--- config.mk ---
export PLATFORM = sky130hd
export DESIGN_NAME = draw_scheduler_flat
export DESIGN_NICKNAME = d
export VERILOG_FILES = /design/src/rtl/draw_scheduler_pkg.sv /design/src/rtl/draw_scheduler_if.sv /design/src/rtl/draw_scheduler_cell_addr.sv /design/src/rtl/draw_scheduler.sv /design/src/flat_wrapper.sv
export SDC_FILE = /design/constraint.sdc
export NUM_CORES = 1
export LEC_CHECK = 0
export ABC_AREA = 1
export CORE_ASPECT_RATIO = 1.4
export CORE_MARGIN = 1.5
export CORE_UTILIZATION = 40
export CTS_BUF_LIST = sky130_fd_sc_hd__clkbuf_4 sky130_fd_sc_hd__clkbuf_8
export DETAILED_ROUTE_END_ITERATION = 16
export GPL_TIMING_DRIVEN = 1
export HOLD_SLACK_MARGIN = 0.12
export PLACE_DENSITY = 0.69
export RECOVER_POWER = 50
export SETUP_SLACK_MARGIN = 0.15
export SYNTH_ARGS = -nofsm -noshare
export SYNTH_HDL_FRONTEND = slang
export SYNTH_SLANG_ARGS = --single-unit
--- constraint.sdc ---
create_clock -name clk -period 2.8 [get_ports clk]
set_clock_uncertainty 0.1 [all_clocks]
set_input_delay 0.56 -clock clk [delete_from_list [all_inputs] [get_ports clk]]
set_output_delay 0.56 -clock clk [all_outputs]
set_load 0.02 [all_outputs]
--- src/rtl/draw_scheduler_pkg.sv ---
// Shared constants, colours and state encoding for the Connect Four draw scheduler.
package draw_pkg;

  localparam logic [2:0] RED    = 3'b100;
  localparam logic [2:0] YELLOW = 3'b110;
  localparam logic [2:0] BLACK  = 3'b000;

  localparam int GRID_LEN  = 2;
  localparam int BLOCK_LEN = 4;
  localparam int PITCH     = BLOCK_LEN + GRID_LEN;
  localparam int NUM_COLS  = 7;
  localparam int NUM_ROWS  = 6;

  typedef enum logic [2:0] {
    IDLE,
    CLEAR,
    DROP,
    PTR_ERASE,
    PTR_DRAW,
    ACK
  } state_t;

  // Remembers which requester owns the current transaction so ACK pulses the right line.
  typedef enum logic [1:0] {
    GRANT_NONE,
    GRANT_CLR,
    GRANT_DROP,
    GRANT_PTR
  } grant_t;

  function automatic logic [2:0] player_colour(input logic player);
    return player ? YELLOW : RED;
  endfunction

endpackage

--- src/rtl/draw_scheduler_if.sv ---
// Requester handshakes plus the pixel-plot port of the VGA adapter.
interface draw_scheduler_if;

  logic       clr_req;
  logic       clr_ack;
  logic       drop_req;
  logic [2:0] drop_col;
  logic [2:0] drop_row;
  logic       drop_player;
  logic       drop_ack;
  logic       ptr_req;
  logic [2:0] ptr_col;
  logic       ptr_player;
  logic       ptr_ack;
  logic [7:0] x;
  logic [6:0] y;
  logic [2:0] colour;
  logic       plot;

  // The requesters and the adapter together form the master side.
  modport master (
    output clr_req, drop_req, drop_col, drop_row, drop_player,
           ptr_req, ptr_col, ptr_player,
    input  clr_ack, drop_ack, ptr_ack, x, y, colour, plot
  );

  // The scheduler itself.
  modport slave (
    input  clr_req, drop_req, drop_col, drop_row, drop_player,
           ptr_req, ptr_col, ptr_player,
    output clr_ack, drop_ack, ptr_ack, x, y, colour, plot
  );

endinterface

--- src/rtl/draw_scheduler_cell_addr.sv ---
// Maps a cell (or the pointer strip) and a pixel index inside its 4x4 block to screen x/y.
module cell_addr
  import draw_pkg::*;
#(
  parameter int unsigned BOARD_X0  = 2,
  parameter int unsigned BOARD_Y0  = 2,
  parameter int unsigned POINTER_Y = 40
) (
  input  logic [2:0] col,
  input  logic [2:0] row,
  input  logic       ptr_sel,
  input  logic [3:0] pix,
  output logic [7:0] x,
  output logic [6:0] y
);

  // Row 0 is the bottom of the board, so board y counts down from the top row.
  always_comb begin
    x = 8'(BOARD_X0) + 8'(col) * 8'(PITCH) + 8'(pix[1:0]);
    if (ptr_sel) begin
      y = 7'(POINTER_Y) + 7'(pix[3:2]);
    end else begin
      y = 7'(BOARD_Y0) + 7'(3'(NUM_ROWS - 1) - row) * 7'(PITCH) + 7'(pix[3:2]);
    end
  end

endmodule

--- src/rtl/draw_scheduler.sv ---
// Arbitrates clear/drop/pointer requests onto the single pixel-plot port, one pixel per cycle.
module draw_scheduler
  import draw_pkg::*;
#(
  parameter int unsigned BOARD_X0  = 2,
  parameter int unsigned BOARD_Y0  = 2,
  parameter int unsigned POINTER_Y = 40
) (
  input logic            clk,
  input logic            resetn,
  draw_scheduler_if.slave bus
);

  state_t     state;
  grant_t     grant;
  logic [3:0] pix;
  logic [2:0] cell_col;
  logic [2:0] cell_row;
  logic [2:0] ptr_old;
  logic [2:0] op_col;
  logic [2:0] op_row;
  logic       op_player;

  logic       drop_ok;
  logic       ptr_ok;
  logic [2:0] sel_col;
  logic [2:0] sel_row;
  logic       sel_ptr;
  logic [7:0] addr_x;
  logic [6:0] addr_y;
  logic       drawing;
  logic [2:0] pix_colour;

  assign drop_ok = (bus.drop_col <= 3'(NUM_COLS - 1)) && (bus.drop_row <= 3'(NUM_ROWS - 1));
  assign ptr_ok  = (bus.ptr_col <= 3'(NUM_COLS - 1));

  // Main FSM: arbitrate in IDLE, latch operands on grant, walk pixel/cell counters while drawing.
  always_ff @(posedge clk) begin
    if (!resetn) begin
      state     <= IDLE;
      grant     <= GRANT_NONE;
      pix       <= '0;
      cell_col  <= '0;
      cell_row  <= '0;
      ptr_old   <= 3'd3;
      op_col    <= '0;
      op_row    <= '0;
      op_player <= 1'b0;
    end else begin
      unique case (state)
        IDLE: begin
          pix <= '0;
          if (bus.clr_req) begin
            grant    <= GRANT_CLR;
            cell_col <= '0;
            cell_row <= '0;
            state    <= CLEAR;
          end else if (bus.drop_req) begin
            grant     <= GRANT_DROP;
            op_col    <= bus.drop_col;
            op_row    <= bus.drop_row;
            op_player <= bus.drop_player;
            state     <= drop_ok ? DROP : ACK;
          end else if (bus.ptr_req) begin
            grant     <= GRANT_PTR;
            op_col    <= bus.ptr_col;
            op_row    <= '0;
            op_player <= bus.ptr_player;
            state     <= ptr_ok ? PTR_ERASE : ACK;
          end
        end
        CLEAR: begin
          pix <= pix + 4'd1;
          if (pix == 4'hF) begin
            if (cell_col == 3'(NUM_COLS - 1)) begin
              cell_col <= '0;
              if (cell_row == 3'(NUM_ROWS - 1)) begin
                cell_row <= '0;
                state    <= ACK;
              end else begin
                cell_row <= cell_row + 3'd1;
              end
            end else begin
              cell_col <= cell_col + 3'd1;
            end
          end
        end
        DROP: begin
          pix <= pix + 4'd1;
          if (pix == 4'hF) state <= ACK;
        end
        PTR_ERASE: begin
          pix <= pix + 4'd1;
          if (pix == 4'hF) state <= PTR_DRAW;
        end
        PTR_DRAW: begin
          pix <= pix + 4'd1;
          if (pix == 4'hF) begin
            ptr_old <= op_col;
            state   <= ACK;
          end
        end
        ACK: begin
          grant <= GRANT_NONE;
          state <= IDLE;
        end
        default: state <= IDLE;
      endcase
    end
  end

  // Pick which cell the shared address generator looks at in the current state.
  always_comb begin
    sel_col = op_col;
    sel_row = op_row;
    sel_ptr = 1'b0;
    case (state)
      CLEAR: begin
        sel_col = cell_col;
        sel_row = cell_row;
      end
      PTR_ERASE: begin
        sel_col = ptr_old;
        sel_ptr = 1'b1;
      end
      PTR_DRAW: sel_ptr = 1'b1;
      default: ;
    endcase
  end

  cell_addr #(
    .BOARD_X0 (BOARD_X0),
    .BOARD_Y0 (BOARD_Y0),
    .POINTER_Y(POINTER_Y)
  ) u_cell_addr (
    .col    (sel_col),
    .row    (sel_row),
    .ptr_sel(sel_ptr),
    .pix    (pix),
    .x      (addr_x),
    .y      (addr_y)
  );

  // Outputs are a pure decode of registered state, so no input reaches them combinationally.
  always_comb begin
    drawing    = (state == CLEAR) || (state == DROP) || (state == PTR_ERASE) || (state == PTR_DRAW);
    pix_colour = BLACK;
    if ((state == DROP) || (state == PTR_DRAW)) pix_colour = player_colour(op_player);
  end

  assign bus.plot     = drawing;
  assign bus.x        = drawing ? addr_x : '0;
  assign bus.y        = drawing ? addr_y : '0;
  assign bus.colour   = drawing ? pix_colour : BLACK;
  assign bus.clr_ack  = (state == ACK) && (grant == GRANT_CLR);
  assign bus.drop_ack = (state == ACK) && (grant == GRANT_DROP);
  assign bus.ptr_ack  = (state == ACK) && (grant == GRANT_PTR);

endmodule

--- src/flat_wrapper.sv ---
// flat-port wrapper written by rule: the top's interface ports become plain ports
module draw_scheduler_flat import draw_pkg::*;
#(
  parameter int unsigned BOARD_X0  = 2,
  parameter int unsigned BOARD_Y0  = 2,
  parameter int unsigned POINTER_Y = 40
)
  (clk, resetn, bus_clr_req, bus_drop_req, bus_drop_col, bus_drop_row, bus_drop_player, bus_ptr_req, bus_ptr_col, bus_ptr_player, bus_clr_ack, bus_drop_ack, bus_ptr_ack, bus_x, bus_y, bus_colour, bus_plot);
  draw_scheduler_if bus_i ();
  input logic clk;
  input logic resetn;
  input wire logic [$bits(bus_i.clr_req)-1:0] bus_clr_req;
  input wire logic [$bits(bus_i.drop_req)-1:0] bus_drop_req;
  input wire logic [$bits(bus_i.drop_col)-1:0] bus_drop_col;
  input wire logic [$bits(bus_i.drop_row)-1:0] bus_drop_row;
  input wire logic [$bits(bus_i.drop_player)-1:0] bus_drop_player;
  input wire logic [$bits(bus_i.ptr_req)-1:0] bus_ptr_req;
  input wire logic [$bits(bus_i.ptr_col)-1:0] bus_ptr_col;
  input wire logic [$bits(bus_i.ptr_player)-1:0] bus_ptr_player;
  output wire logic [$bits(bus_i.clr_ack)-1:0] bus_clr_ack;
  output wire logic [$bits(bus_i.drop_ack)-1:0] bus_drop_ack;
  output wire logic [$bits(bus_i.ptr_ack)-1:0] bus_ptr_ack;
  output wire logic [$bits(bus_i.x)-1:0] bus_x;
  output wire logic [$bits(bus_i.y)-1:0] bus_y;
  output wire logic [$bits(bus_i.colour)-1:0] bus_colour;
  output wire logic [$bits(bus_i.plot)-1:0] bus_plot;
  assign bus_i.clr_req = bus_clr_req;
  assign bus_i.drop_req = bus_drop_req;
  assign bus_i.drop_col = bus_drop_col;
  assign bus_i.drop_row = bus_drop_row;
  assign bus_i.drop_player = bus_drop_player;
  assign bus_i.ptr_req = bus_ptr_req;
  assign bus_i.ptr_col = bus_ptr_col;
  assign bus_i.ptr_player = bus_ptr_player;
  assign bus_clr_ack = bus_i.clr_ack;
  assign bus_drop_ack = bus_i.drop_ack;
  assign bus_ptr_ack = bus_i.ptr_ack;
  assign bus_x = bus_i.x;
  assign bus_y = bus_i.y;
  assign bus_colour = bus_i.colour;
  assign bus_plot = bus_i.plot;
  draw_scheduler #(.BOARD_X0(BOARD_X0), .BOARD_Y0(BOARD_Y0), .POINTER_Y(POINTER_Y)) u_core (.clk(clk), .resetn(resetn), .bus(bus_i));
endmodule
==> metrics.cfg <==
[critical_path]
cp_top_family = adder cells
reg2reg_to = u_core.state[2]$_SDFFE_PN0P_
crit_required_ns = 2.14
end_kind = output pin
r2r-start = u_core.state[2]$_SDFFE_PN0P_
r2r_slack_ns = 1.06
path_cells = inv_4 -> nand3_4 -> nand2_4 -> nor2_4 -> a31oi_4 -> ha_4 -> inv_2 -> fa_1 -> inv_2 -> ha_4 -> nand3_4 -> nand2_4 -> nor2_4 -> buf_6
critPathLaunchType = flop
critPathKind = flop to output pin
cp.depth = 14
cp_max_fo = 5
critPathMaxStageDelay_ns = 0.48
crit_slowest_cell = fa_1
endpoint = bus_x[4]
reg2reg_depth = 12
path_buf_inv = 4
setup.worst_path.start = u_core.state[2]$_SDFFE_PN0P_
crit_arrival_ns = 2.42

[die]
start_util_pct = 41.2
fp-row-count = 29
die_h_um = 83.2
fp.dieArea_sq_um = 5020
die_x_um = 60.3
ios = 38
design.core.area_sq_um = 4460

[synth]
syn_area_per_cell_sq_um = 6.27
synth_area_sq_um = 1840
synth_top_area_share_pct = 27.2
ys.warnings.count = 0
synth.ff_latch_count = 25
yosys-top-cells-area = dfxtp_1 27%, nand2_1 14%, inv_1 9.4%, ha_1 7.5%, nor2_1 6.9%
synth_edf_count = 0
synth_top_area_cell = dfxtp_1
async_flop_share_pct = 0
synth-main-ff-cell = dfxtp_1
yosysUniqueCellTypes = 33
seq_area_frac_synth_pct = 27.2
syn-instance-count = 293
yosys-top-cells-count = 71 x nand2_1, 46 x inv_1, 34 x nor2_1, 25 x dfxtp_1, 23 x nand3_1
synth.most_common_cell = nand2_1

[layout]
diodes = 0
syn_to_final_growth_pct = 59.1
fillers = 426
nets = 405
fin_cells = 438
drive_gt1_share_pct = 35.1

[run_status]
status = complete, but fails checks
violations = setup timing

[routing]
initialDrtViolationCount = 58
antenna_left = 0
vias = 2116
drt-pass1-iter-count = 4
wirelength_mm = 5.07
viasPerCell = 4.83
wl_per_cell_um = 11.6
drc = 0

[clock_tree]
clock_path_buffers = 2
cts.clk_slew.worst_paths_ns = 0.09
htreeDepth = 1
cts_num_sinks = 25
cts_tree = done
insertion_delay_ns = 0.27
cts_buffers = 3
clockRootBuffer = clkbuf_8

[sta]
fin_crit_sh_pct = 110
drv_slew = 0
setup_viol = 7
min_period_ns = 3.08
setup_tns_ns = -1.33
rsz0062_at_grt = true
hold_violations = 0
fmax_mhz = 325
final.setup.worst_slack_ns = -0.280

[worst_hold_path]
hp-class = flop to flop

[global_route]
overflow = 0
grt_max_degree = 16
grt_pass1_vias = 2091
antenna_found_initial = 0
grt_usage_pct = 22.5
grt_pass1_wl_mm = 8.94

[power_and_ir_drop]
seq_power_share_pct = 13.9
p_clk_share_pct = 5.9
switchingPower_mw = 1.83
intPower_mw = 1.98
combPwrFrac_pct = 80.2
swShare_pct = 48.1
p_per_area_nw_per_um2 = 1310
leakage_nw = 1.38
peakVddDrop_mv = 0.559

[placed_design]
place_inst = 421
dpl.hpwl_mm = 3.88
portBuffers = 35
place.gp.congestion = 0.891

[job]
max-cap-violations = 0

tightest hold or removal path: stages (launching register included):
cell     delay [ns]
dfxtp_1        0.32
nand2_1        0.06
a21oi_1        0.05
layer usage:
metal | global-route usage (%) | vias to the layer above | routed length, um
li1 | - | 1101 | -
met4 | 8.08 | 0 | 71
met5 | 0 | - | 0
met1 | 25.7 | 958 | 2100
met2 | 40.6 | 53 | 2730
met3 | 2.80 | 4 | 161
worst min-delay path by stage:
stage	slack, ns	cells after the start	from	to
after detailed placement	0.36	2	u_core.op_row[1]$_SDFFE_PN0P_	u_core.op_row[1]$_SDFFE_PN0P_
after global routing	0.40	2	u_core.op_row[1]$_SDFFE_PN0P_	u_core.op_row[1]$_SDFFE_PN0P_
after global placement	0.35	2	u_core.op_row[1]$_SDFFE_PN0P_	u_core.op_row[1]$_SDFFE_PN0P_
after floorplan	0.33	2	u_core.ptr_old[1]$_SDFFE_PN1P_	u_core.ptr_old[1]$_SDFFE_PN1P_
final	0.37	2	u_core.op_row[1]$_SDFFE_PN0P_	u_core.op_row[1]$_SDFFE_PN0P_
after CTS	0.37	2	u_core.op_row[1]$_SDFFE_PN0P_	u_core.op_row[1]$_SDFFE_PN0P_
timing repair:
action | CTS | global route
endpoints found under the setup margin | 18 | 16
buffers inserted | 10 | 3
hold buffers | 0 | 0
endpoints found under the hold margin | 0 | 0
gates resized for setup | 107 | 22
pin swaps | 14 | 6
state kept, by name (all words and copies together) (netlist names):
register / count
u_core.cell_col: 3
u_core.cell_row: 3
u_core.state: 3
u_core.pix: 4
u_core.ptr_old: 3
u_core.grant: 2
u_core.op_player: 1
u_core.op_col: 3
u_core.op_row: 3
cells by family after synthesis:
kind of cell | share of synthesized area [%]
xor gates and xnor gates | 0.953
adders and majority gates | 8.58
buffers and inverters | 12.7
other | 0.204
AOI/OAI and AO/OA | 12.9
DFF | 27.2
and+or+nand+nor | 37.5
metrics by stage:
stage	total power [mW]	setup WS (ns)	util [%]	hold slack (ns)	cell area, sq um
after CTS	3.68	-0.276	64.5	0.373	2880
after floorplan	2.06	-0.00481	-	0.329	1940
after global routing	4.14	-0.390	65.5	0.397	2920
after global placement	2.91	-0.474	58.1	0.350	2590
final	3.82	-0.280	65.5	0.370	2920
after detailed placement	2.96	-0.563	58.1	0.361	2590
cell usage in the layout (no fill, tap or decap), drive strengths merged, types with 2 or more instances in the layout:
| cell | count |
|---|---|
| a31oi | 5 |
| inv | 50 |
| conb | 2 |
| buf | 61 |
| o21bai | 2 |
| o21ai | 12 |
| xor2 | 2 |
| nand3 | 25 |
| a21oi | 21 |
| dlymetal6s2s | 2 |
| nor3 | 5 |
| nor2 | 38 |
| dfxtp | 25 |
| clkbuf | 5 |
| nand2 | 77 |
| clkdlybuf4s50 | 15 |
| ha | 11 |
| dlygate4sd2 | 4 |
| nand4 | 6 |
power by group through the flow:
stage | Clock (mW) | Sequential, mW | Combinational [mW]
2_1_floorplan | 0 | 0.504 | 1.56
3_3_place_gp | 0 | 0.506 | 2.41
3_5_place_dp | 0 | 0.510 | 2.45
4_1_cts | 0.229 | 0.517 | 2.93
5_1_grt | 0.240 | 0.544 | 3.36
6_report | 0.223 | 0.531 | 3.06
cell type report:
cell class	instances	area [sq um]	share of cell area, %
clock buffer	3	41.3	1.41
clock inverter	1	7.51	0.257
inverter	51	206	7.06
multi-input combinational	212	1380	47.0
sequential	25	509	17.4
tap	62	77.6	2.65
timing repair buffer	84	707	24.2
Note: power is estimated with default switching activity, not from simulation.
